`src/rtl/hazard_scoreboard_pkg.sv`:
```
// Shared types and constants for the hazard scoreboard.
// Optional stall statistics counter is enabled by defining HAZARD_STATS_EN.
package hazard_pkg;
  localparam int TW = 3;

  // Tuse value meaning "this operand is not read".
  localparam logic [TW-1:0] TUSE_NONE = 3'd7;

  // Forwarding mux selects.
  localparam logic [1:0] FWD_RF = 2'd0;
  localparam logic [1:0] FWD_E  = 2'd1;
  localparam logic [1:0] FWD_M  = 2'd2;
  localparam logic [1:0] FWD_W  = 2'd3;

  // One in-flight writer.
  typedef struct packed {
    logic          valid;
    logic          we;
    logic [4:0]    a3;
    logic [TW-1:0] tnew;
  } entry_t;

  // Advance an entry one stage: tnew counts down and sticks at zero.
  function automatic entry_t age_entry(entry_t x);
    entry_t r;
    r = x;
    if (r.tnew != '0) r.tnew = r.tnew - 1'b1;
    return r;
  endfunction

  // Entry will write src (r0 never counts as a hazard).
  function automatic logic writes(entry_t x, logic [4:0] src);
    return x.valid && x.we && (x.a3 != 5'd0) && (x.a3 == src);
  endfunction
endpackage

```
`src/rtl/hazard_scoreboard_if.sv`:
```
// D-stage decode fields in, stall/forward controls out.
// master = decoder/pipeline side, slave = scoreboard.
interface hazard_scoreboard_if;
  import hazard_pkg::*;

  logic          d_valid;
  logic [4:0]    d_rs;
  logic [4:0]    d_rt;
  logic [TW-1:0] d_tuse_rs;
  logic [TW-1:0] d_tuse_rt;
  logic          d_we;
  logic [4:0]    d_a3;
  logic [TW-1:0] d_tnew;
  logic          ext_stall;
  logic          flush;

  logic          stall;
  logic [1:0]    d_fwd_rs_sel;
  logic [1:0]    d_fwd_rt_sel;
  logic [1:0]    e_fwd_rs_sel;
  logic [1:0]    e_fwd_rt_sel;
  logic [31:0]   stall_cycles;

  modport master (
    output d_valid, d_rs, d_rt, d_tuse_rs, d_tuse_rt, d_we, d_a3, d_tnew,
           ext_stall, flush,
    input  stall, d_fwd_rs_sel, d_fwd_rt_sel, e_fwd_rs_sel, e_fwd_rt_sel,
           stall_cycles
  );

  modport slave (
    input  d_valid, d_rs, d_rt, d_tuse_rs, d_tuse_rt, d_we, d_a3, d_tnew,
           ext_stall, flush,
    output stall, d_fwd_rs_sel, d_fwd_rt_sel, e_fwd_rs_sel, e_fwd_rt_sel,
           stall_cycles
  );
endinterface

```
`src/rtl/hazard_scoreboard_match.sv`:
```
// Youngest-writer resolver for one source operand.
// The youngest matching entry alone decides: stall if its result arrives
// later than the operand is needed, forward its stage once tnew hits zero.
module hazard_match
  import hazard_pkg::*;
(
  input  logic [4:0]    src,
  input  logic [TW-1:0] tuse,
  input  entry_t        ent_e,
  input  entry_t        ent_m,
  input  entry_t        ent_w,
  output logic          stall_src,
  output logic [1:0]    sel
);
  logic          hit;
  logic [TW-1:0] tnew;
  logic [1:0]    code;

  // Priority pick E > M > W, then compare against tuse.
  always_comb begin
    hit       = 1'b0;
    tnew      = '0;
    code      = FWD_RF;
    stall_src = 1'b0;
    sel       = FWD_RF;
    if (writes(ent_e, src)) begin
      hit = 1'b1; tnew = ent_e.tnew; code = FWD_E;
    end else if (writes(ent_m, src)) begin
      hit = 1'b1; tnew = ent_m.tnew; code = FWD_M;
    end else if (writes(ent_w, src)) begin
      hit = 1'b1; tnew = ent_w.tnew; code = FWD_W;
    end
    if (hit && (tuse != TUSE_NONE)) begin
      stall_src = (tnew > tuse);
      if (tnew == '0) sel = code;
    end
  end
endmodule

```
`src/rtl/hazard_scoreboard.sv`:
```
// Pipeline hazard scoreboard: tracks E/M/W writers, produces the D-stage
// stall and D/E forwarding selects. HAZARD_STATS_EN adds a saturating
// stall-cycle counter; without it stall_cycles is a constant zero.
module hazard_scoreboard
  import hazard_pkg::*;
(
  input  logic               clk,
  input  logic               reset,
  hazard_scoreboard_if.slave hif
);
  localparam int NSRC = 4; // 0: D rs, 1: D rt, 2: E rs, 3: E rt

  entry_t        ent_e, ent_m, ent_w;
  logic [4:0]    e_rs, e_rt;
  logic [TW-1:0] e_tuse_rs, e_tuse_rt;

  logic [NSRC-1:0][4:0]    src;
  logic [NSRC-1:0][TW-1:0] tuse;
  logic [NSRC-1:0]         stall_src;
  logic [NSRC-1:0][1:0]    sel;
  logic [1:0]              unused_e_stall;

  // An empty E slot must never request forwarding for stale operands.
  assign src  = {e_rt, e_rs, hif.d_rt, hif.d_rs};
  assign tuse = {ent_e.valid ? e_tuse_rt : TUSE_NONE,
                 ent_e.valid ? e_tuse_rs : TUSE_NONE,
                 hif.d_tuse_rt, hif.d_tuse_rs};

  // D sources see E/M/W; E sources see only the older M/W entries.
  for (genvar i = 0; i < NSRC; i++) begin : g_match
    hazard_match u_match (
      .src       (src[i]),
      .tuse      (tuse[i]),
      .ent_e     ((i < 2) ? ent_e : entry_t'('0)),
      .ent_m     (ent_m),
      .ent_w     (ent_w),
      .stall_src (stall_src[i]),
      .sel       (sel[i])
    );
  end

  assign unused_e_stall   = stall_src[3:2];
  assign hif.stall        = hif.d_valid & (stall_src[0] | stall_src[1]) & ~hif.flush;
  assign hif.d_fwd_rs_sel = sel[0];
  assign hif.d_fwd_rt_sel = sel[1];
  assign hif.e_fwd_rs_sel = sel[2];
  assign hif.e_fwd_rt_sel = sel[3];

  // Entry pipeline: flush > ext_stall (freeze) > stall (bubble) > advance.
  always_ff @(posedge clk or negedge reset) begin
    if (!reset) begin
      ent_e     <= '0;
      ent_m     <= '0;
      ent_w     <= '0;
      e_rs      <= '0;
      e_rt      <= '0;
      e_tuse_rs <= TUSE_NONE;
      e_tuse_rt <= TUSE_NONE;
    end else if (hif.flush) begin
      ent_e     <= '0;
      ent_m     <= '0;
      ent_w     <= '0;
      e_rs      <= '0;
      e_rt      <= '0;
      e_tuse_rs <= TUSE_NONE;
      e_tuse_rt <= TUSE_NONE;
    end else if (!hif.ext_stall) begin
      ent_m <= age_entry(ent_e);
      ent_w <= age_entry(ent_m);
      if (hif.stall) begin
        ent_e     <= '0;
        e_rs      <= '0;
        e_rt      <= '0;
        e_tuse_rs <= TUSE_NONE;
        e_tuse_rt <= TUSE_NONE;
      end else begin
        ent_e     <= '{valid: hif.d_valid, we: hif.d_we, a3: hif.d_a3, tnew: hif.d_tnew};
        e_rs      <= hif.d_rs;
        e_rt      <= hif.d_rt;
        e_tuse_rs <= hif.d_tuse_rs;
        e_tuse_rt <= hif.d_tuse_rt;
      end
    end
  end

`ifdef HAZARD_STATS_EN
  logic [31:0] stall_cnt;

  // Count real stall cycles only; frozen cycles are charged elsewhere.
  always_ff @(posedge clk or negedge reset) begin
    if (!reset)
      stall_cnt <= '0;
    else if (hif.stall && !hif.ext_stall && (stall_cnt != 32'hFFFF_FFFF))
      stall_cnt <= stall_cnt + 32'd1;
  end

  assign hif.stall_cycles = stall_cnt;
`else
  assign hif.stall_cycles = '0;
`endif
endmodule

```
`src/flat_wrapper.sv`:
```
// flat-port wrapper written by rule: the top's interface ports become plain ports
module hazard_scoreboard_flat import hazard_pkg::*;
  (clk, reset, hif_d_valid, hif_d_rs, hif_d_rt, hif_d_tuse_rs, hif_d_tuse_rt, hif_d_we, hif_d_a3, hif_d_tnew, hif_ext_stall, hif_flush, hif_stall, hif_d_fwd_rs_sel, hif_d_fwd_rt_sel, hif_e_fwd_rs_sel, hif_e_fwd_rt_sel, hif_stall_cycles);
  hazard_scoreboard_if hif_i ();
  input  logic clk;
  input  logic reset;
  input wire logic [$bits(hif_i.d_valid)-1:0] hif_d_valid;
  input wire logic [$bits(hif_i.d_rs)-1:0] hif_d_rs;
  input wire logic [$bits(hif_i.d_rt)-1:0] hif_d_rt;
  input wire logic [$bits(hif_i.d_tuse_rs)-1:0] hif_d_tuse_rs;
  input wire logic [$bits(hif_i.d_tuse_rt)-1:0] hif_d_tuse_rt;
  input wire logic [$bits(hif_i.d_we)-1:0] hif_d_we;
  input wire logic [$bits(hif_i.d_a3)-1:0] hif_d_a3;
  input wire logic [$bits(hif_i.d_tnew)-1:0] hif_d_tnew;
  input wire logic [$bits(hif_i.ext_stall)-1:0] hif_ext_stall;
  input wire logic [$bits(hif_i.flush)-1:0] hif_flush;
  output wire logic [$bits(hif_i.stall)-1:0] hif_stall;
  output wire logic [$bits(hif_i.d_fwd_rs_sel)-1:0] hif_d_fwd_rs_sel;
  output wire logic [$bits(hif_i.d_fwd_rt_sel)-1:0] hif_d_fwd_rt_sel;
  output wire logic [$bits(hif_i.e_fwd_rs_sel)-1:0] hif_e_fwd_rs_sel;
  output wire logic [$bits(hif_i.e_fwd_rt_sel)-1:0] hif_e_fwd_rt_sel;
  output wire logic [$bits(hif_i.stall_cycles)-1:0] hif_stall_cycles;
  assign hif_i.d_valid = hif_d_valid;
  assign hif_i.d_rs = hif_d_rs;
  assign hif_i.d_rt = hif_d_rt;
  assign hif_i.d_tuse_rs = hif_d_tuse_rs;
  assign hif_i.d_tuse_rt = hif_d_tuse_rt;
  assign hif_i.d_we = hif_d_we;
  assign hif_i.d_a3 = hif_d_a3;
  assign hif_i.d_tnew = hif_d_tnew;
  assign hif_i.ext_stall = hif_ext_stall;
  assign hif_i.flush = hif_flush;
  assign hif_stall = hif_i.stall;
  assign hif_d_fwd_rs_sel = hif_i.d_fwd_rs_sel;
  assign hif_d_fwd_rt_sel = hif_i.d_fwd_rt_sel;
  assign hif_e_fwd_rs_sel = hif_i.e_fwd_rs_sel;
  assign hif_e_fwd_rt_sel = hif_i.e_fwd_rt_sel;
  assign hif_stall_cycles = hif_i.stall_cycles;
  hazard_scoreboard u_core (.clk(clk), .reset(reset), .hif(hif_i));
endmodule
```
`config.mk`:
```
export PLATFORM = sky130hd
export DESIGN_NAME = hazard_scoreboard_flat
export DESIGN_NICKNAME = d
export VERILOG_FILES = /design/src/rtl/hazard_scoreboard_pkg.sv /design/src/rtl/hazard_scoreboard_if.sv /design/src/rtl/hazard_scoreboard_match.sv /design/src/rtl/hazard_scoreboard.sv /design/src/flat_wrapper.sv
export SDC_FILE = /design/constraint.sdc
export NUM_CORES = 1
export LEC_CHECK = 0
export CAP_MARGIN = 20
export CORE_ASPECT_RATIO = 1.75
export CORE_MARGIN = 3
export CORE_UTILIZATION = 30
export DETAILED_ROUTE_END_ITERATION = 10
export GPL_TIMING_DRIVEN = 0
export SKIP_LAST_GASP = 1
export SYNTH_ARGS = -nofsm -noshare
export SYNTH_HDL_FRONTEND = slang
export SYNTH_SLANG_ARGS = --single-unit
```
`constraint.sdc`:
```
create_clock -name clk -period 4 [get_ports clk]
set_input_delay 0.4 -clock clk [delete_from_list [all_inputs] [get_ports clk]]
set_output_delay 0.4 -clock clk [all_outputs]
set_load 0.01 [all_outputs]
```
# After elaboration in Yosys (flattened, before gate mapping)
# Index checks and enable logic that the tools add are counted.
[classes]
add_sub_neg = 2
order_cmp = 2
eq_ne = 15
mux = 63
bitwise = 4
reduce_logical = 29
[ops]
columns = ["op", "n"]
rows = [
  ["$mux 10", 7],
  ["$mux 3", 20],
  ["$eq 5x5->1", 10],
  ["$mux 2", 18],
  ["$mux 5", 6],
  ["$logic_and 1x1->1", 20],
  ["$reduce_bool 5->1", 3],
  ["$logic_not 3->1", 4],
  ["$mux 1", 12],
  ["$ne 3x3->1 const B", 4],
  ["$gt 3x3->1", 2],
  ["$reduce_bool 3->1", 2],
  ["$sub 3x1->3 const B", 2],
  ["$and 1x1->1", 2],
  ["$ne 2x1->1 const B", 1],
  ["$not 1->1", 1],
  ["$or 1x1->1", 1],
]
[word_totals]
register_bits = 46
out_inout_bits = 41

# Logic depth before layout (Yosys ltp)
# Gate-level depths: netlist of run 1.
[logic_depth]
word_depth = 14
ltp_mapped = 16
mapped_depth_nobuf = 13

# Modules after synthesis
# A second synthesis of run 1 with hierarchy kept.
[unflattened]
hier_cells = 450
hier_area_um2 = 4005.1
[modules_own_cells]
columns = ["mod", "instances", "cells_each", "area_per_inst_um2", "seq_area_each_um2"]
rows = [
  ["hazard_scoreboard", 1, 194, 2193.4, 1158.6],
  ["hazard_match", 4, 64, 452.9, 0.0],
]

# Worst setup path after synthesis of run 1
# OpenSTA, ideal clock, no wires.
[synth_path]
path_type = "register to output"
start = "register, netlist name u_core.ent_m[4]"
end = "output port hif_stall"
arrival_ns = 3.208
path_slack_ns = 0.392
path_stages_with_launch = 16
n_path_buf = 3
cell_sequence = "dfrtp_1 > buf_6 > or4_4 > o211ai_4 > or4_1 > buf_4 > mux2_1 > o21ai_1 > inv_1 > ha_1 > nand3_1 > nand2_1 > a21oi_1 > o31ai_4 > o21ai_4 > buf_6"
[synth_via]
elab_chain_len = 10
elab_cells_between_ends = 23
classes_between = "2 x order compare; 2 x eq/ne; 10 x mux; 3 x bitwise; 6 x reduce/logical"
[synth_rtl]
columns = ["element", "line", "rtl"]
rows = [
  ["$reduce_bool 5->1", "hazard_scoreboard_pkg.sv:33", "return x.valid && x.we && (x.a3 != 5'd0) && (x.a3 == src);"],
  ["$logic_and 1x1->1 (2 in series)", "hazard_scoreboard_pkg.sv:33", ""],
  ["$mux 3 / $mux 1 (equally long branches)", "hazard_scoreboard_match.sv:28", "end else if (writes(ent_m, src)) begin"],
  ["$mux 3 / $mux 1 (equally long branches)", "hazard_scoreboard_match.sv:26", "if (writes(ent_e, src)) begin"],
  ["$gt 3x3->1 / $logic_and 1x1->1 (equally long branches)", "hazard_scoreboard_match.sv:34, hazard_scoreboard_match.sv:33", ""],
  ["$mux 1", "hazard_scoreboard_match.sv:33", "if (hit && (tuse != TUSE_NONE)) begin"],
  ["$or 1x1->1 (*)", "hazard_scoreboard.sv:43", "assign hif.stall = hif.d_valid & (stall_src[0] | stall_src[1]) & ~hif.flush;"],
  ["$and 1x1->1 (*) (2 in series)", "hazard_scoreboard.sv:43", ""],
  ["end: declaration", "flat_wrapper.sv:17", "output wire logic [$bits(hif_i.stall)-1:0] hif_stall;"],
]
# Every way passes the cells marked *; elsewhere a longest branch is shown, timed or not.

# Worst setup path after layout of run 1
[layout_path]
start = "register, netlist name u_core.ent_m[7]"
end = "output port hif_stall"
[layout_via]
elab_chain_len = 10
elab_cells_between_ends = 23
classes_between = "2 x order compare; 2 x eq/ne; 10 x mux; 3 x bitwise; 6 x reduce/logical"
[layout_rtl]
columns = ["element", "line"]
rows = [
  ["$reduce_bool 5->1", "hazard_scoreboard_pkg.sv:33"],
  ["$logic_and 1x1->1 (2 in series)", "hazard_scoreboard_pkg.sv:33"],
  ["$mux 3 / $mux 1 (equally long branches)", "hazard_scoreboard_match.sv:28"],
  ["$mux 3 / $mux 1 (equally long branches)", "hazard_scoreboard_match.sv:26"],
  ["$gt 3x3->1 / $logic_and 1x1->1 (equally long branches)", "hazard_scoreboard_match.sv:34, hazard_scoreboard_match.sv:33"],
  ["$mux 1", "hazard_scoreboard_match.sv:33"],
  ["$or 1x1->1 (*)", "hazard_scoreboard.sv:43"],
  ["$and 1x1->1 (*) (2 in series)", "hazard_scoreboard.sv:43"],
]
# Marked as above.

==> metrics.csv, run 1 <==
stage,metric,value,unit
global_route,grt_pass1_wl,17000,um
floorplan,design.die.area,14200,um2
critical_path,cp-end-kind,output port,
routing,viasPerCell,4.80,
yosys,ys_seq_area_share,30.2,%
finish,final_cells,661,
power_and_ir_drop,finalPower,1.27,mW
cts,cts_buffer_depth,2,
routing,remaining_drc_errors,0,
routing,dr.pass1.iters,4,
yosys,synth_ff_type,dfrtp_1,
yosys,avgSynthCellArea,9.29,um2
routing,wl,10800,um
yosys,synth_top_area_cell,dfrtp_1,
timing,clock_skew,0.00256,ns
cts,cts_tree,yes,
placed_design,dp_hpwl,8510,um
timing,fin_crit_sh,96.7,%
routing,drt_iter0_markers,221,
critical_path,cp.arrival,3.47,ns
floorplan,ioPinCount,71,
yosys,synth-edff-count,0,
power_and_ir_drop,power_density,264,nW/um2
power_and_ir_drop,leakagePower,2.22,nW
cts,h-tree-depth,2,
routing,avgRoutedWirePerCell,16.4,um
yosys,synth_top_area_share,26.1,%
yosys,ys_warn_count,0,
placed_design,pre_cts_ws,-0.849,ns
critical_path,worstPathRequired,3.60,ns
timing,period_needed,3.87,ns
floorplan,fp.dieH,156,um
finish,drive_above_1_share,21.5,%
timing,max_slew.worst_pin.slew,0.838,ns
global_route,grt_pass1_vias,3226,
yosys,ys_ff_latch,46,
timing,setup_slack,0.133,ns
critical_path,path_max_fanout,7,
routing,ant_nets,0,
yosys,mappedNetlistArea,3840,um2
critical_path,cp-start-kind,flop,
floorplan,row_count,54,
floorplan,core,12500,um2
placed_design,dp_cells,649,
cts,cts_root_buf,clkbuf_16,
timing,slew_headroom,44.2,%
cts,insertion_delay,0.29,ns
global_route,grt_antenna_before_repair,0,
placed_design,place_congestion,0.896,
global_route,track_usage,15.3,%
critical_path,critPathKind,flop to output port,
cts,clkTransAtPathRegs,0.06,ns
yosys,synthArstFlopShare,100,%
cts,cts_sinks,46,
yosys,netlist_instances,413,
yosys,synth_cell_types,48,
global_route,grt-ovfl-total,0,
worst_hold_path,hold_class,input pin to asynchronous set/reset pin,
status,outcome,completed,
yosys,synth_area_leaders,"dfrtp_1 26%, o41ai_2 8.1%, xnor2_1 7.8%",
job,cap_violations,0,
placed_design,portBuffers,36,
finish,layout.nets,532,
timing,hold_viol_final,0,
floorplan,start_util,30.7,%
routing,dr_total_vias,3173,
timing,clock.fmax,0.259,GHz
timing,setup-violations-final,0,
finish,syn_to_final_growth,25.7,%
timing,setup_tns,0,ns
timing,drv_slew,0,
finish,insertedDiodeCount,0,
timing,hold-worst-slack,0.478,ns
cts,cts_made_buffers,5,
floorplan,die_x,91.5,um
power_and_ir_drop,vdd_drop_max,158,uV
global_route,grt_max_degree,41,
[metal layers]
metal | up-vias | wire (um) | GRT usage, % | part of all wire, %
li1 | 1523 | - | - | -
met1 | 1510 | 4040 | 15.6 | 37
met2 | 108 | 5690 | 28.3 | 53
met3 | 32 | 449 | 1.54 | 4.1
met4 | 0 | 658 | 11.7 | 6.1
met5 | - | 0 | 0 | 0
[path summary, 6_finish.rpt]
check | start | to | slack [ns] | cells past startpoint
worst min register to register | u_core.ent_w[8]$_DFFE_PN0P_ | u_core.ent_w[8]$_DFFE_PN0P_ | 0.54 | 2
worst max register to register | u_core.ent_m[7]$_DFFE_PN0P_ | u_core.e_rt[0]$_DFFE_PN0P_ | 0.47 | 17
min in group clk | hif_d_rs[4] | u_core.e_rs[4]$_DFFE_PN0P_ | 0.52 | 3
worst max-delay path | u_core.ent_m[7]$_DFFE_PN0P_ | hif_stall | 0.13 | 16
worst min-delay path | reset | u_core.ent_w[9]$_DFFE_PN0P_ | 0.48 | 2
max in group asynchronous | reset | u_core.e_tuse_rt[1]$_DFFE_PN1P_ | 2.98 | 3
[state kept, by name (all words and copies together), names as in the netlist]
signal	cells
u_core.ent_w	10
u_core.e_rs	5
u_core.ent_m	10
u_core.e_tuse_rt	3
u_core.ent_e	10
u_core.e_tuse_rs	3
u_core.e_rt	5
[area by class of cell]
cell class | count | area, um2
multi-input cells | 303 | 2350
well taps | 168 | 210
clock buffers | 5 | 125
inverters | 33 | 124
clock inverters | 3 | 40.0
repair buffers | 42 | 410
flip-flops and latches | 46 | 1160
fillers | 1272 | 7680
plain buffers | 61 | 405
[per-stage QoR]
step	util, %	area (um2)
detailed placement	36.3	4540
finish	38.6	4820
global route	38.6	4820
global placement	36.2	4520
CTS	38.2	4770
floorplan	-	3950
[kinds of logic (layout without fill, tap and decap cells)]
family | after synthesis | count (layout) | share of synthesized area, %
xor+xnor | 52 | 52 | 11.9
compound gates | 58 | 58 | 16.9
other cells | 1 | 32 | 0.0978
buf+inv | 95 | 144 | 13.8
simple gates | 132 | 132 | 18.9
mux | 19 | 19 | 5.02
fa+ha+maj | 10 | 10 | 3.26
flops | 46 | 46 | 30.2
[Yosys cell counts (5+ instances only)]
library cell  number
ha_1              10
dfrtp_1           40
nand3_1           16
clkbuf_1          16
nand2_1           23
o21ai_1            6
xor2_1            18
dfstp_2            6
inv_1             33
nor4_1            13
nor2_1            35
o41a_1             6
buf_6              5
a21oi_1            7
nand3b_1          19
xnor2_1           34
o41ai_2           19
buf_4             35
nor2b_1            5
mux2i_1           17
[worst max-delay path, stage by stage (launching register included)]
cell	delay (ns)
dfrtp_1	0.36
buf_4	0.17
or4_4	0.55
o211ai_4	0.19
or4_4	0.14
buf_4	0.13
mux2_4	0.31
o21ai_4	0.15
inv_1	0.05
ha_1	0.26
nand3_1	0.09
nand2_1	0.07
a21oi_2	0.16
o31ai_4	0.11
o21ai_4	0.19
buf_8	0.12
buf_4	0.11
[what timing repair did]
item	in CTS	in global routing
hold buffers	1	0
setup buffers	4	0
setup endpoints to repair	1	1
pin swaps	6	7
resized for setup	17	11
endpoints found under the hold margin	6	0
[cells in the final DEF (no fill, tap or decap), types with 16 or more instances in the layout]
master,n
nand3_1,16
conb_1,32
nor2_1,35
inv_1,33
o41ai_2,19
mux2i_1,17
xor2_1,18
nand2_1,23
buf_4,40
nand3b_1,19
clkdlybuf4s50_1,29
dfrtp_1,40
xnor2_1,34
[power by group]
part	total, mW	internal, mW	switching [mW]
sequential	0.520	0.491	0.0294
combinational	0.277	0.126	0.151
clock	0.474	0.293	0.182
total	1.27	0.909	0.362
Note: power is estimated with default switching activity, not from simulation.
==> run 2, diff against run 1 <==
CORE_UTILIZATION = 25   (was 30)
==> metrics.csv, run 2 (same netlist as run 1, synthesis figures left out) <==
stage,metric,value,unit
status,outcome,completed,
finish,fin_util,32.7,%
finish,layout_common_cells,"41 x buf_4, 39 x dfrtp_1, 35 x nor2_1, 33 x xnor2_1, 33 x inv_1",
global_route,track_usage,13.2,%
cts,h-tree-depth,2,
routing,ant_nets,0,
timing,rsz0062_at_grt,false,
cts,cts_tree,yes,
routing,viasPerCell,4.70,
global_route,grt-ovfl-total,0,
routing,wl,11100,um
finish,drive_above_1_share,22.3,%
critical_path,cpPeakStageDelay,0.54,ns
power_and_ir_drop,combPwrFrac,20.5,%
global_route,grt_pass1_vias,3304,
finish,seq_area,1160,um2
timing,period_needed,3.82,ns
critical_path,cp-start-kind,flop,
placed_design,portBuffers,36,
floorplan,start_util,25.6,%
cts,cts_sinks,46,
timing,hold-worst-slack,0.0431,ns
timing,fin_crit_sh,95.4,%
power_and_ir_drop,p_int,0.976,mW
timing,hold_viol_final,0,
global_route,grt_max_degree,31,
critical_path,critPathKind,flop to output port,
timing,max_slew.worst_pin.slew,0.773,ns
critical_path,crit_chain,buf_6 -> or4_4 -> o211ai_4 -> or4_4 -> buf_6 -> mux2_4 -> o21ai_4 -> ha_4 -> nor2b_1 -> o21ai_1 -> a21oi_2 -> o31ai_4 -> o21ai_4 -> buf_8 -> buf_2,
finish,syn_to_final_growth,27.8,%
timing,setup-violations-final,0,
finish,reg_top3,"u_core.ent_e x10, u_core.ent_m x10, u_core.ent_w x10",
placed_design,pre_cts_ws,-0.940,ns
power_and_ir_drop,leakagePower,2.24,nW
timing,setup_slack,0.182,ns
cts,clkTransAtPathRegs,0.07,ns
timing,drv_slew,0,
power_and_ir_drop,power_density,274,nW/um2
critical_path,worstPathRequired,3.60,ns
floorplan,core,15000,um2
cts,cts_buffer_depth,2,
critical_path,path_max_fanout,7,
power_and_ir_drop,clkPwrFrac,40.6,%
power_and_ir_drop,netSwitchingFraction,27.4,%
finish,final_common_cell,buf_4,
timing,slew_headroom,48.4,%
power_and_ir_drop,seqPwrFrac,38.9,%
worst_hold_path,hold_class,input pin to asynchronous set/reset pin,
critical_path,cp-end-kind,output port,
routing,avgRoutedWirePerCell,16.4,um
critical_path,cp.arrival,3.42,ns
job,cap_violations,0,
placed_design,place_congestion,0.909,
routing,dr_total_vias,3183,
cts,cts_made_buffers,5,
power_and_ir_drop,vdd_drop_max,218,uV
critical_path,cp_slowest_cell,or4_4,
routing,drt_iter0_markers,182,
cts,insertion_delay,0.29,ns
routing,dr.pass1.iters,4,
timing,clock_skew,0.00629,ns
global_route,grt_antenna_before_repair,0,
placed_design,dp_hpwl,8730,um
finish,multi_input_area,2360,um2
routing,remaining_drc_errors,0,
floorplan,design.die.area,16900,um2
cts,cts_root_buf,clkbuf_16,
floorplan,ioPinCount,71,
timing,clock.fmax,0.262,GHz
global_route,grt_pass1_wl,17400,um
floorplan,die_x,99.6,um
finish,insertedDiodeCount,0,
floorplan,fp.dieH,170,um
power_and_ir_drop,p_switching,0.369,mW
finish,layout.nets,533,
finish,fill_cells,1545,
floorplan,row_count,59,
-- run 2: worst paths after layout --
check | startpoint | end | slack [ns] | cells past startpoint
max in group asynchronous | reset | u_core.e_tuse_rs[1]$_DFFE_PN1P_ | 3.37 | 2
setup reg to reg | u_core.ent_m[4]$_DFFE_PN0P_ | u_core.ent_e[7]$_DFFE_PN0P_ | 0.42 | 17
hold reg to reg | u_core.ent_w[8]$_DFFE_PN0P_ | u_core.ent_w[8]$_DFFE_PN0P_ | 0.54 | 2
setup / recovery | u_core.ent_m[4]$_DFFE_PN0P_ | hif_stall | 0.18 | 15
min in group clk | hif_d_rs[1] | u_core.e_rs[1]$_DFFE_PN0P_ | 0.51 | 3
hold / removal | reset | u_core.ent_e[3]$_DFFE_PN0P_ | 0.04 | 1
-- run 2: stage by stage --
step                setup TNS [ns]  cells  power [mW]  area [um2]
floorplan                        0    444       0.704        3950
global placement             -2.15    663       0.791        4540
detailed placement           -5.00    664       0.801        4560
CTS                              0    677        1.36        4830
global route                     0    677        1.40        4900
finish                           0    677        1.34        4900
-- run 2: repair_timing --
action,CTS,global route
endpoints found under the hold margin,0,0
setup buffers,5,2
pin swaps,3,10
gates resized for setup,14,18
setup endpoints to repair,1,1
hold buffers,0,0
-- run 2: power groups by stage --
| stage | Clock, mW | Combinational (mW) | Sequential, mW |
|---|---|---|---|
| after global routing | 0.574 | 0.302 | 0.525 |
| after CTS | 0.559 | 0.274 | 0.522 |
| after floorplan | 0 | 0.186 | 0.518 |
| after detailed placement | 0 | 0.270 | 0.531 |
| after global placement | 0 | 0.262 | 0.529 |
| final | 0.546 | 0.275 | 0.524 |
-- run 2: cell type report --
class	count	share of cell area, %
buffer	60	8.30
clock buffer	5	2.55
clock inverter	3	1.40
inverter	33	2.53
multi-input combinational	303	48.2
sequential	46	23.7
tap	183	4.67
timing repair buffer	44	8.65
-- run 2: layer usage --
metal / wire length, um / track usage [%] / vias up
met4: 599 / 7.61 / 0
met5: 0 / 0 / -
li1: - / - / 1517
met1: 4100 / 14.0 / 1530
met3: 448 / 1.52 / 32
met2: 5960 / 24.6 / 104
-- run 2: critical path: cells and delay by family (launching register included) --
family | cells | cell delay (ns)
AO/OA/AOI/OAI | 6 | 0.98
flip-flops | 1 | 0.37
multiplexers | 1 | 0.31
adder cells (fa/ha/maj) | 1 | 0.16
buffers and inverters | 4 | 0.50
AND/OR/NAND/NOR | 3 | 0.81
